<file path="config.mk">
export PLATFORM = sky130hd
export DESIGN_NAME = branch_resolve_unit
export DESIGN_NICKNAME = d
export VERILOG_FILES = /design/src/rtl/branch_resolve_unit.sv
export SDC_FILE = /design/constraint.sdc
export NUM_CORES = 1
export LEC_CHECK = 0
export ABC_AREA = 0
export ABC_CLOCK_PERIOD_IN_PS = 3100
export BUFFER_PORTS_ARGS = -buffer_cell sky130_fd_sc_hd__clkbuf_2
export CORE_ASPECT_RATIO = 0.75
export CORE_MARGIN = 4
export CORE_UTILIZATION = 53
export DETAILED_ROUTE_END_ITERATION = 8
export PLACE_DENSITY_LB_ADDON = 0.1
export SLEW_MARGIN = 25
export SYNTH_ARGS = -nofsm -noshare
export SYNTH_HDL_FRONTEND = slang
export SYNTH_SLANG_ARGS = --single-unit
</file>
<file path="constraint.sdc">
create_clock -name clk -period 3.1 [get_ports clk]
set_input_delay 0.62 -clock clk [delete_from_list [all_inputs] [get_ports clk]]
set_output_delay 0.62 -clock clk [all_outputs]
set_load 0.01 [all_outputs]
</file>
<file path="src/rtl/branch_resolve_unit.sv">
// branch_resolve_unit: EX-stage resolver for IF-stage branch predictions.
// Holds an in-order queue of fetch-time predictions. It compares the head entry
// against the EX outcome and produces the flush/redirect pulse and the
// predictor training write.
// Optional feature macro: BRU_STATS_EN enables the saturating branch and
// mispredict counters. When it is undefined, both counter outputs are tied to 0.
// Ports:
//   clk, reset (async, active-low)
//   pred_valid/pred_pc/pred_taken/pred_target -> prediction push; pred_ready = not full
//   res_valid/res_taken/res_target            -> resolve the oldest queued branch
//   flush, redirect_pc                         -> registered squash pulse + restart PC
//   upd_valid, upd_index, upd_taken            -> registered training write
//   inflight, res_err                          -> occupancy, sticky empty-resolve error
//   branch_count, mispredict_count             -> statistics (feature-gated)
module branch_resolve_unit #(
  parameter int unsigned DEPTH   = 4,
  parameter int unsigned INDEX_W = 5,
  parameter int unsigned XLEN    = 32
) (
  input  logic                       clk,
  input  logic                       reset,
  input  logic                       pred_valid,
  input  logic [XLEN-1:0]            pred_pc,
  input  logic                       pred_taken,
  input  logic [XLEN-1:0]            pred_target,
  output logic                       pred_ready,
  input  logic                       res_valid,
  input  logic                       res_taken,
  input  logic [XLEN-1:0]            res_target,
  output logic                       flush,
  output logic [XLEN-1:0]            redirect_pc,
  output logic                       upd_valid,
  output logic [INDEX_W-1:0]         upd_index,
  output logic                       upd_taken,
  output logic [$clog2(DEPTH+1)-1:0] inflight,
  output logic                       res_err,
  output logic [15:0]                branch_count,
  output logic [15:0]                mispredict_count
);

  localparam int unsigned AW = (DEPTH > 1) ? $clog2(DEPTH) : 1;
  localparam int unsigned PW = AW + 1;
  localparam int unsigned CW = $clog2(DEPTH + 1);

  logic [XLEN-1:0]    pc_q     [DEPTH];
  logic [XLEN-1:0]    pc_d     [DEPTH];
  logic [XLEN-1:0]    target_q [DEPTH];
  logic [XLEN-1:0]    target_d [DEPTH];
  logic [DEPTH-1:0]   taken_q, taken_d;
  logic [PW-1:0]      wr_ptr_q, wr_ptr_d, rd_ptr_q, rd_ptr_d;
  logic               flush_q, flush_d;
  logic [XLEN-1:0]    redirect_q, redirect_d;
  logic               upd_valid_q, upd_valid_d;
  logic [INDEX_W-1:0] upd_index_q, upd_index_d;
  logic               upd_taken_q, upd_taken_d;
  logic               res_err_q, res_err_d;

  logic [PW-1:0]      occ;
  logic               empty, full, res_fire, mispredict, push_ok;
  logic [XLEN-1:0]    head_pc, head_target;
  logic               head_taken;

  // Extra wrap bit makes the pointer difference the exact occupancy
  assign occ         = wr_ptr_q - rd_ptr_q;
  assign empty       = (occ == PW'(0));
  assign full        = (occ == PW'(DEPTH));
  assign pred_ready  = !full;
  assign inflight    = CW'(occ);

  assign head_pc     = pc_q[rd_ptr_q[AW-1:0]];
  assign head_target = target_q[rd_ptr_q[AW-1:0]];
  assign head_taken  = taken_q[rd_ptr_q[AW-1:0]];

  assign res_fire    = res_valid && !empty;
  assign mispredict  = (head_taken != res_taken) || (res_taken && (head_target != res_target));
  // Pushes during a mispredict resolve or the following flush cycle are wrong-path
  assign push_ok     = pred_valid && !full && !flush_q && !(res_fire && mispredict);

  // Next-state: queue pointers/entries, resolve outputs, sticky error
  always_comb begin
    pc_d        = pc_q;
    target_d    = target_q;
    taken_d     = taken_q;
    wr_ptr_d    = wr_ptr_q;
    rd_ptr_d    = rd_ptr_q;
    flush_d     = 1'b0;
    redirect_d  = redirect_q;
    upd_valid_d = 1'b0;
    upd_index_d = upd_index_q;
    upd_taken_d = upd_taken_q;
    res_err_d   = res_err_q;

    if (res_valid && empty) res_err_d = 1'b1;

    if (res_fire) begin
      upd_valid_d = 1'b1;
      upd_index_d = head_pc[INDEX_W-1:0];
      upd_taken_d = res_taken;
      if (mispredict) begin
        flush_d    = 1'b1;
        redirect_d = res_taken ? res_target : head_pc + XLEN'(4);
        rd_ptr_d   = wr_ptr_q;
      end else begin
        rd_ptr_d   = rd_ptr_q + PW'(1);
      end
    end

    if (push_ok) begin
      pc_d[wr_ptr_q[AW-1:0]]     = pred_pc;
      target_d[wr_ptr_q[AW-1:0]] = pred_target;
      taken_d[wr_ptr_q[AW-1:0]]  = pred_taken;
      wr_ptr_d                   = wr_ptr_q + PW'(1);
    end
  end

  // State registers
  always_ff @(posedge clk or negedge reset) begin
    if (!reset) begin
      for (int i = 0; i < int'(DEPTH); i++) begin
        pc_q[i]     <= '0;
        target_q[i] <= '0;
      end
      taken_q     <= '0;
      wr_ptr_q    <= '0;
      rd_ptr_q    <= '0;
      flush_q     <= 1'b0;
      redirect_q  <= '0;
      upd_valid_q <= 1'b0;
      upd_index_q <= '0;
      upd_taken_q <= 1'b0;
      res_err_q   <= 1'b0;
    end else begin
      pc_q        <= pc_d;
      target_q    <= target_d;
      taken_q     <= taken_d;
      wr_ptr_q    <= wr_ptr_d;
      rd_ptr_q    <= rd_ptr_d;
      flush_q     <= flush_d;
      redirect_q  <= redirect_d;
      upd_valid_q <= upd_valid_d;
      upd_index_q <= upd_index_d;
      upd_taken_q <= upd_taken_d;
      res_err_q   <= res_err_d;
    end
  end

  assign flush       = flush_q;
  assign redirect_pc = redirect_q;
  assign upd_valid   = upd_valid_q;
  assign upd_index   = upd_index_q;
  assign upd_taken   = upd_taken_q;
  assign res_err     = res_err_q;

`ifdef BRU_STATS_EN
  logic [15:0] branch_cnt_q, branch_cnt_d, mispred_cnt_q, mispred_cnt_d;

  // Saturating statistics counters
  always_comb begin
    branch_cnt_d  = branch_cnt_q;
    mispred_cnt_d = mispred_cnt_q;
    if (res_fire && (branch_cnt_q != 16'hFFFF)) branch_cnt_d = branch_cnt_q + 16'd1;
    if (res_fire && mispredict && (mispred_cnt_q != 16'hFFFF)) mispred_cnt_d = mispred_cnt_q + 16'd1;
  end

  always_ff @(posedge clk or negedge reset) begin
    if (!reset) begin
      branch_cnt_q  <= '0;
      mispred_cnt_q <= '0;
    end else begin
      branch_cnt_q  <= branch_cnt_d;
      mispred_cnt_q <= mispred_cnt_d;
    end
  end

  assign branch_count     = branch_cnt_q;
  assign mispredict_count = mispred_cnt_q;
`else
  assign branch_count     = 16'd0;
  assign mispredict_count = 16'd0;
`endif

endmodule

</file>
# After elaboration in Yosys (flattened, before gate mapping)
# Index checks and enable logic that the tools add are counted.
# op_classes
add_sub_neg	4
n_lt_le_gt_ge	6
eq_ne	3
mux	20
bitwise_logic	2
reduce_logical	16
# op_table
op	n
bitwise mux 128 bit	2
two-way mux 32 bit	6
binary-select mux 32 bit (select 2 bit)	2
demux 32 bit (select 2 bit)	1
adder 32 x 3 -> 32 bit (second input constant)	1
inequality test 32 bit	1
logical AND 1 bit	9
adder 3 x 1 -> 3 bit (second input constant)	2
>= comparator 3 bit (second input constant)	2
< comparator 2 x 3 -> 1 bit (second input constant)	2
inverter 2 -> 3 bit	2
two-way mux 1 bit	5
bitwise mux 4 bit	1
zero test 1 bit	4
equality test 3 bit (second input constant)	1
zero test 3 bit	1
< comparator 3 x 1 -> 1 bit (second input constant)	1
two-way mux 3 bit	1
subtractor 3 bit	1
binary-select mux 1 bit (select 2 bit)	1
demux 1 bit (select 2 bit)	1
>= comparator 2 x 1 -> 1 bit (second input constant)	1
AND reduction 2 bit	1
logical OR 1 bit	1
inequality test 1 bit	1
# word_totals
reg_bits	307
in_bits	102
out_inout_bits	77
elab_cells	68

# Longest topological paths before layout
# Gate-level depths: netlist of the first run.
# depth
depth_word	10
depth_mapped	13
depth_no_buf	10

# Least setup slack after synthesis of the first run
# No wires, ideal clock.
# synth_path
path_kind	flip-flop to flip-flop
from	register rd_ptr_q[1]
to	register pc_q[0] (netlist name)
setup_ps	125
arrival_time_ps	2930
t_required_ps	2975
slack_ps	45
stages_incl_launch_ff	14
path_buffers	6
synth_period_minus_slack_ps	3055
cell_sequence	dfrtp_1 buf_4 buf_4 buf_2 buf_2 inv_1 ha_1 nand2_1 o21ai_0 nor2_1 a21oi_1 buf_2 buf_4 mux2_2
# synth_via
elab_chain_cells	10
elab_cells_between_ends	21
cone_classes	1 x add/sub; 3 x eq/ne; 5 x mux; 1 x bitwise; 11 x reduce/logical
# synth_lines
element	line	text
from (decl)	50	logic [PW-1:0] wr_ptr_q, wr_ptr_d, rd_ptr_q, rd_ptr_d;
from (signal assigned)	137	rd_ptr_q <= rd_ptr_d;
inverter 2 -> 3 bit (implied by the code)	71	assign head_target = target_q[rd_ptr_q[AW-1:0]];
binary-select mux 32 bit (select 2 bit)	71	
two-way mux 32 bit (implied by the code) (2 in a row)	71	
inequality test 32 bit	75	assign mispredict = (head_taken != res_taken) || (res_taken && (head_target != res_target));
logical AND 1 bit	75	
logical OR 1 bit	75	
logical AND 1 bit	77	assign push_ok = pred_valid && !full && !flush_q && !(res_fire && mispredict);
zero test 1 bit	77	
logical AND 1 bit *	77	
to (signal assigned)	133	pc_q <= pc_d;
to (decl)	45	logic [XLEN-1:0] pc_q [DEPTH];
# Every way passes the cells marked *; elsewhere a longest branch is shown, timed or not. The select of a mux whose other input is x is not followed.
# A chain may end at the register's enable or synchronous reset.

# Final worst setup path of the first run
# layout_path
from	register rd_ptr_q[0]
to	register target_q[105] (netlist name)
# layout_via
elab_chain_cells	10
elab_cells_between_ends	21
cone_classes	1 x add/sub; 3 x eq/ne; 5 x mux; 1 x bitwise; 11 x reduce/logical
# layout_lines
element	line	text
inverter 2 -> 3 bit (implied by the code)	71	
binary-select mux 32 bit (select 2 bit)	71	
two-way mux 32 bit (implied by the code) (2 in a row)	71	
inequality test 32 bit	75	
logical AND 1 bit	75	
logical OR 1 bit	75	
logical AND 1 bit	77	
zero test 1 bit	77	
logical AND 1 bit *	77	
to (signal assigned)	134	target_q <= target_d;
to (decl)	47	logic [XLEN-1:0] target_q [DEPTH];
# Marks and branches as above.

==> out/qor_table.md, run 1 <==
| Result | Reported |
|---|---|
| Leading cell types by total area after synthesis | dfrtp_1 52%, mux2_2 16%, mux4_2 9.2%, mux2_1 7.6%, buf_4 2.4% |
| Area of all sequential standard cells | 7690 um^2 |
| CTS H-tree lvls | 1 |
| Number of global-route vias before repair | 10307 |
| Fmax achieved | 294 MHz |
| Result of the run | finished, violations left |
| Post-synth top area share | 52.1% |
| Power per standard cell area | 1180 nW/um^2 |
| Start-to-end type of the worst setup path | reg2reg |
| Instance count of the mapped netlist | 1014 |
| Area after DPL | 16400 um^2 |
| R2R Setup Slk | -300 ps |
| Final-report setup violation count | 297 |
| Met1 Track Usage GR | 41.3% |
| Combined area of all synthesized cells | 14800 um^2 |
| Floorplan core area | 27200 um^2 |
| Slew at the pin closest to its max-slew limit | 774 ps |
| Standby leakage power | 8.97 nW |
| Global-route wire length before repair | 65.8 mm |
| Post-synthesis cell type with the largest combined area | dfrtp_1 |
| Count of distinct cell types in the synthesized netlist | 43 |
| Final period demand of the worst path | 3400 ps |
| P&R area growth vs syn | 33.8% |
| Largest net degree at the start of global routing | 93 |
| Cell type of the slowest stage on the worst timing path | mux4_2 |
| Mean post-synth cell area | 14.6 um^2 |
| Global-route congestion overflow total | 0 |
| CTS tree | done |
| Number of sinks driven by the clock tree | 307 |
| Sequential area share after synthesis | 52.1% |
| Maximum net fanout on the critical path | 9 |
| Clock slew at reported path FFs | 60 ps |
| Warnings from Yosys | 0 |
| Required time of the critical path | 3540 ps |
| Worst Setup Slack post-DPL | -388 ps |
| Total Routed Length | 44.5 mm |
| Hold bufs inserted after CTS | 0 |
| Number of placed instances, taps included | 1550 |
| Final hold violation count | 0 |
| Violated checks | negative setup slack |
| Switching portion of total power | 33.4% |
| Ant. Diodes | 0 |
| Asr flop ratio synth | 100% |
| Type of origin of the critical path | flip-flop |
| Fin Clk Skew | 17.3 ps |
| Met2 Track Usage GR | 42.4% |
| Core occupancy in the finished layout | 72.6% |
| Longest individual stage delay on the worst path | 540 ps |
| Kind of path behind the tightest hold check | in2async |
| Number of top-level pins | 179 |
| Cell area after layout | 19700 um^2 |
| Seq pwr share | 31.7% |
| HPWL after DPL | 25.1 mm |
| Total global routing track utilization | 27.8% |
| Remaining antenna violation count after routing | 0 |
| Predominant post-synthesis flop cell | dfrtp_1 |
| Post-synth EDFFs | 0 |
| Layout cells sized above 1 | 55.7% |
| Average wire per cell in the routed design | 26.7 um |
| Power share of the combinational group | 52.5% |
| Net count of the finished layout | 1407 |
| Die X-Extent | 201 um |
| Capturing element type of the critical path | flip-flop |
| Critical path data arrival time | 3840 ps |
| Layer with the highest usage after global routing | met2 |
| Post-Route Hold Slack | 92.2 ps |
| Post-Route Setup TNS | -56000 ps |
| Cell class contributing the biggest share of worst-path delay | buffers and inverters |
| Global routing usage on met3 | 6.60% |
| GPL Wtd Cong | 0.808 |
| Placement row count | 52 |
| Unrepaired setup endpoints after global routing | yes |
| Worst relative slew slack | 48.4% |
| Maximum number of buffers from clock root to sink | 3 |
| Clock tree root driver cell | clkbuf_16 |
| Final Slew Violations | 0 |
| Number of antenna violations at the first check in global routing | 0 |
| Count of port buffers added during placement | 146 |
| Number of DRC violations after detailed routing | 0 |
| Crit path buffers/inverters | 5 |
| Routed via count | 9936 |
| Pint | 15.5 mW |
| Cell count of the worst reg-to-reg path | 12 |
| Drt first pass iters | 6 |
| Post-synthesis sequential element count | 307 |
| Number of fill cells in the layout | 1737 |
| Terminus of the critical flop-to-flop path | target_q[105]$_DFFE_PN0P_ |
| Post-DR vias/cell | 5.96 |
| Number of clock buffers inserted by TritonCTS | 31 |
| Die Ht | 153 um |
| Effective utilization at floorplan | 54.3% |
| DIE AREA | 30600 um^2 |
| Post-Layout Cell Count | 1668 |
| Share of power burned in the clock network | 15.8% |
| FF-to-FF Start | rd_ptr_q[0]$_DFFE_PN0P_ |
| Iter 0 DRT Violations | 734 |
| Switch Pwr | 7.75 mW |
| Worst-Skew Late Latency | 570 ps |
| Total design power | 23.2 mW |
| Area of the multi-input gates | 7670 um^2 |
| Max_cap viols | 0 |
| Critical Path, Cell by Cell | buf_4 > buf_12 > mux4_2 > xnor2_2 > nand4_1 > nor4_1 > nand4_1 > buf_6 > a21oi_4 > buf_6 > clkbuf_16 > mux2_1 |
| Final setup margin | -296 ps |
| Worst vdd ir | 596 uV |
| Share of the cycle needed by the critical path after routing | 110% |
-- repair_timing --
item                                    4_1_cts  5_1_grt
cloned                                       27        6
endpoints found under the setup margin      298      297
pin swaps                                    11       10
resized for setup                           253      107
buffers inserted                             38        9
-- registers in the layout, indices dropped and copies added (netlist names), 3 cells and up --
signal / count
rd_ptr_q: 3
upd_index: 5
wr_ptr_q: 3
pc_q: 128
target_q: 128
taken_q: 4
redirect_pc: 32
-- worst max-delay path by stage --
stage,startpoint,to,depth (start not counted)
2_1_floorplan,rd_ptr_q[1]$_DFFE_PN0P_,pc_q[0]$_DFFE_PN0P_,13
3_3_place_gp,rd_ptr_q[1]$_DFFE_PN0P_,target_q[127]$_DFFE_PN0P_,11
3_5_place_dp,rd_ptr_q[1]$_DFFE_PN0P_,target_q[127]$_DFFE_PN0P_,11
4_1_cts,rd_ptr_q[1]$_DFFE_PN0P_,pc_q[66]$_DFFE_PN0P_,13
5_1_grt,rd_ptr_q[0]$_DFFE_PN0P_,pc_q[97]$_DFFE_PN0P_,12
6_report,rd_ptr_q[0]$_DFFE_PN0P_,target_q[105]$_DFFE_PN0P_,12
-- kinds of logic (layout without fill, tap and decap cells) --
group           Yosys count  after routing  synth area share (%)
compound gates           47             47                  1.92
xor+xnor                 61             61                  3.62
fa+ha+maj                 9              9                 0.814
buf+inv                 101            373                  4.65
flops                   307            307                  52.1
mux                     379            379                  33.4
other cells               1             32                0.0254
simple gates            109            109                  3.55
-- layer usage --
metal  routed length, um  vias to the layer above
met3                3180                       67
met4                1040                        0
met1               20000                     5251
met5                   0                        -
met2               20300                      431
li1                    -                     4187
-- cells in the mapped netlist (2+ instances only) --
library cell and instances:
nand4_1 15, o22ai_1 3, buf_2 17, a21oi_1 5
nor3_2 3, inv_1 14, a21oi_2 2, buf_6 14
buf_4 48, o21ai_0 26, ha_1 8, nand2b_1 2
mux2_1 100, mux2_2 204, buf_1 2, and2_1 2
nor3_1 3, clkbuf_1 6, dfrtp_1 307, xor2_1 23
mux4_2 60, mux2i_1 15, nor4_1 4, xnor2_1 38
nand3_1 21, nor2_1 9, nand2_1 47
-- area by class of cell --
cell class                      instances  share of cell area, %
Clock inverter                          7                  0.463
Clock buffer                           47                   4.44
Multi-Input combinational cell        637                   38.8
Timing Repair Buffer                  305                   14.8
Tap cell                              351                   2.22
Inverter                               14                  0.266
Sequential cell                       307                   38.9
-- power by group through the flow --
stage	combinational, mW	sequential, mW	clock [mW]
floorplan	6.05	6.90	0
global placement	8.78	7.13	0
detailed placement	8.99	7.19	0
CTS	11.4	7.22	3.72
global route	12.8	7.55	3.89
finish	12.2	7.37	3.67
-- placed cells by master (no fill, tap or decap), types with 17 or more instances in the layout --
cell,n
buf_12,36
buf_16,20
buf_4,84
clkbuf_16,36
clkbuf_2,144
conb_1,32
dfrtp_1,305
mux2_2,45
mux2_4,249
mux4_2,60
nand2_1,47
nand3_1,17
o21ai_0,24
xnor2_1,31
xor2_1,23
Note: power is estimated with default switching activity, not from simulation.
==> run 2, diff against run 1 <==
CORE_UTILIZATION = 40   (was 53)
==> run 2 against run 1 <==
- the run still ends with negative setup slack left
- hold slack got worse by 4.7 ps
- sequential share of layout area fell by 1.0 points
- first-iteration DRC count fell by 15%
- clock-buffer cell count rose by 1
- non-clock buffer count rose by 8
- global-route usage fell by 5.5 points
- die area rose by 31%
- combinational power barely moved
- cell area rose by 2.7%
- power rose by 3.8%
- sequential power fell by 1%
- maximum frequency rose by 0.49%
==> out/qor_table.md, run 2 (synthesis gave the netlist of run 1 again) <==
| Result | Reported | Delta |
|---|---|---|
| Result of the run | finished, violations left | unchanged |
| Violated checks | negative setup slack | unchanged |
| Number of sinks driven by the clock tree | 307 | unchanged |
| Number of fill cells in the layout | 2921 | was 1737 |
| Most frequent cells in the layout | 305 x dfrtp_1, 271 x mux2_4, 145 x clkbuf_2 | was 305 x dfrtp_1, 249 x mux2_4, 144 x clkbuf_2 |
| Unrepaired setup endpoints after global routing | yes | unchanged |
| Seq pwr share | 30.1% | was 31.7% |
| WL met3 | 2.29 mm | was 3.18 mm |
| Die Ht | 174 um | was 153 um |
| CTS H-tree lvls | 2 | was 1 |
| Count of port buffers added during placement | 146 | unchanged |
| Standby leakage power | 9.21 nW | was 8.97 nW |
| Critical path data arrival time | 3790 ps | was 3840 ps |
| Average wire per cell in the routed design | 25.2 um | was 26.7 um |
| Global-route congestion overflow total | 0 | unchanged |
| Number of DRC violations after detailed routing | 0 | unchanged |
| Power per standard cell area | 1190 nW/um^2 | was 1180 nW/um^2 |
| Power share of the combinational group | 51.7% | was 52.5% |
| Type of origin of the critical path | flip-flop | unchanged |
| Worst Setup Slack post-DPL | -401 ps | was -388 ps |
| Placement row count | 60 | was 52 |
| Floorplan core area | 36100 um^2 | was 27200 um^2 |
| FF-to-FF Start | rd_ptr_q[0]$_DFFE_PN0P_ | unchanged |
| Switching portion of total power | 32.5% | was 33.4% |
| Kind of path behind the tightest hold check | in2async | unchanged |
| Worst-Skew Late Latency | 530 ps | was 570 ps |
| Share of power burned in the clock network | 18.2% | was 15.8% |
| Maximum net fanout on the critical path | 9 | unchanged |
| Fin Clk Skew | 13.5 ps | was 17.3 ps |
| Fmax achieved | 296 MHz | was 294 MHz |
| GPL Wtd Cong | 0.788 | was 0.808 |
| Required time of the critical path | 3510 ps | was 3540 ps |
| Terminus of the critical flop-to-flop path | target_q[36]$_DFFE_PN0P_ | was target_q[105]$_DFFE_PN0P_ |
| Routed metal-1 wire length | 22.6 mm | was 20.0 mm |
| Net count of the finished layout | 1418 | was 1407 |
| HPWL after DPL | 27.2 mm | was 25.1 mm |
| Number of global-route vias before repair | 10261 | was 10307 |
| DIE AREA | 40100 um^2 | was 30600 um^2 |
| Max Used Layer | met5 | was met4 |
| Clock slew at reported path FFs | 60 ps | about the same |
| Start-to-end type of the worst setup path | reg2reg | unchanged |
| Critical path origin | rd_ptr_q[0]$_DFFE_PN0P_ | unchanged |
| Final Slew Violations | 0 | unchanged |
| Switch Pwr | 7.84 mW | was 7.75 mW |
| Number of top-level pins | 179 | unchanged |
| Worst relative slew slack | 56.6% | was 48.4% |
| Drt first pass iters | 5 | was 6 |
| Routed via count | 9709 | was 9936 |
| Maximum number of buffers from clock root to sink | 3 | unchanged |
| Clock tree root driver cell | clkbuf_16 | unchanged |
| R2R Setup Slk | -280 ps | was -300 ps |
| Remaining antenna violation count after routing | 0 | unchanged |
| Global-route wire length before repair | 67.6 mm | was 65.8 mm |
| Number of antenna violations at the first check in global routing | 2 | was 0 |
| Die X-Extent | 230 um | was 201 um |
| Slew at the pin closest to its max-slew limit | 651 ps | was 774 ps |
| Total design power | 24.1 mW | was 23.2 mW |
| Effective utilization at floorplan | 40.9% | was 54.3% |
| Pint | 16.3 mW | was 15.5 mW |
| Total Routed Length | 46.0 mm | was 44.5 mm |
| Worst setup endpoint | target_q[36]$_DFFE_PN0P_ | was target_q[105]$_DFFE_PN0P_ |
| Final-report setup violation count | 296 | was 297 |
| Final setup margin | -280 ps | was -296 ps |
| Total global routing track utilization | 22.3% | was 27.8% |
| Met2 wire length | 20.2 mm | was 20.3 mm |
| P&R area growth vs syn | 37.4% | was 33.8% |
| Area of the multi-input gates | 7720 um^2 | was 7670 um^2 |
| Layout cells sized above 1 | 56.5% | was 55.7% |
| Area after DPL | 16700 um^2 | was 16400 um^2 |
| Area of all sequential standard cells | 7690 um^2 | unchanged |
| Largest net degree at the start of global routing | 72 | was 93 |
| Worst vdd ir | 528 uV | was 596 uV |
| Iter 0 DRT Violations | 624 | was 734 |
| Max_cap viols | 0 | unchanged |
| Share of the cycle needed by the critical path after routing | 109% | was 110% |
| Most common library cell in the layout ignoring fill and taps | dfrtp_1 | unchanged |
| Post-Route Hold Slack | 87.5 ps | was 92.2 ps |
| Final period demand of the worst path | 3380 ps | was 3400 ps |
| Number of clock buffers inserted by TritonCTS | 34 | was 31 |
| CTS tree | done | unchanged |
| Capturing element type of the critical path | flip-flop | unchanged |
| Post-DR vias/cell | 5.32 | was 5.96 |
| Post-Route Setup TNS | -56930 ps | was -56000 ps |
| Final hold violation count | 0 | unchanged |
| Cell count of the worst reg-to-reg path | 14 | was 12 |
| Cell area after layout | 20300 um^2 | was 19700 um^2 |
run 2: cell types whose count changed in the layout (fill, tap and decap cells not counted), moves of 3 or more:
cell | previous run | this run
mux2_1 | 10 | 7
clkbuf_16 | 36 | 44
mux2_4 | 249 | 271
mux2i_1 | 12 | 15
clkbuf_1 | 12 | 6
buf_8 | 1 | 9
buf_16 | 20 | 12
mux2i_2 | 3 | 0
bufinv_16 | 2 | 5
mux2_2 | 45 | 26
buf_12 | 36 | 41
run 2: cell type report:
class	instances	area share (%)
Sequential cell	307	37.9
Timing Repair Buffer	313	14.8
Clock buffer	48	5.02
Tap cell	496	3.06
Clock inverter	10	0.882
Inverter	14	0.259
Antenna cell	1	0.0123
Multi-Input combinational cell	637	38.1
run 2: what timing repair did:
item | 4_1_cts | 5_1_grt
gates resized for setup | 290 | 94
cloned | 26 | 7
hold buffers | 0 | 0
pin swaps | 12 | 8
setup buffers | 38 | 11
endpoints found under the setup margin | 301 | 300
run 2: worst min path at each step:
| stage | startpoint | endpoint | slack, ps |
|---|---|---|---|
| global route | reset | pc_q[71]$_DFFE_PN0P_ | 130 |
| finish | reset | pc_q[71]$_DFFE_PN0P_ | 90 |
| global placement | target_q[114]$_DFFE_PN0P_ | target_q[114]$_DFFE_PN0P_ | 460 |
| floorplan | reset | flush$_DFF_PN0_ | 320 |
| detailed placement | pc_q[32]$_DFFE_PN0P_ | pc_q[32]$_DFFE_PN0P_ | 470 |
| CTS | reset | pc_q[71]$_DFFE_PN0P_ | 100 |
run 2: through the flow:
| step | utilization [%] | cells |
|---|---|---|
| global route | 56.2 | 1826 |
| floorplan | - | 1045 |
| CTS | 55.6 | 1828 |
| detailed placement | 46.2 | 1706 |
| finish | 56.2 | 1826 |
| global placement | 46.2 | 1706 |
run 2: worst max-delay path, stage by stage (launching register included):
cell       delay [ps]
dfrtp_4           500
buf_12            140
buf_6             110
buf_6             110
mux4_2            420
xnor2_1           170
buf_4             170
nand4_1           140
nor3_4            220
nand4_1           160
buf_6             180
a21oi_4           190
buf_12            190
clkbuf_16         200
mux2_2            340
run 2: power by group through the flow:
stage / logic, mW / clock network (mW) / registers, mW
finish: 12.5 / 4.39 / 7.27
global route: 13.2 / 4.63 / 7.50
CTS: 12.1 / 4.47 / 7.18
detailed placement: 9.16 / 0 / 7.19
global placement: 9.02 / 0 / 7.16
floorplan: 6.05 / 0 / 6.90
run 2: per-layer routing:
metal | global-route usage [%] | up-vias
met5 | 0 | -
met4 | 6.37 | 2
met3 | 4.19 | 58
met2 | 33.1 | 253
met1 | 33.5 | 5166
li1 | - | 4230
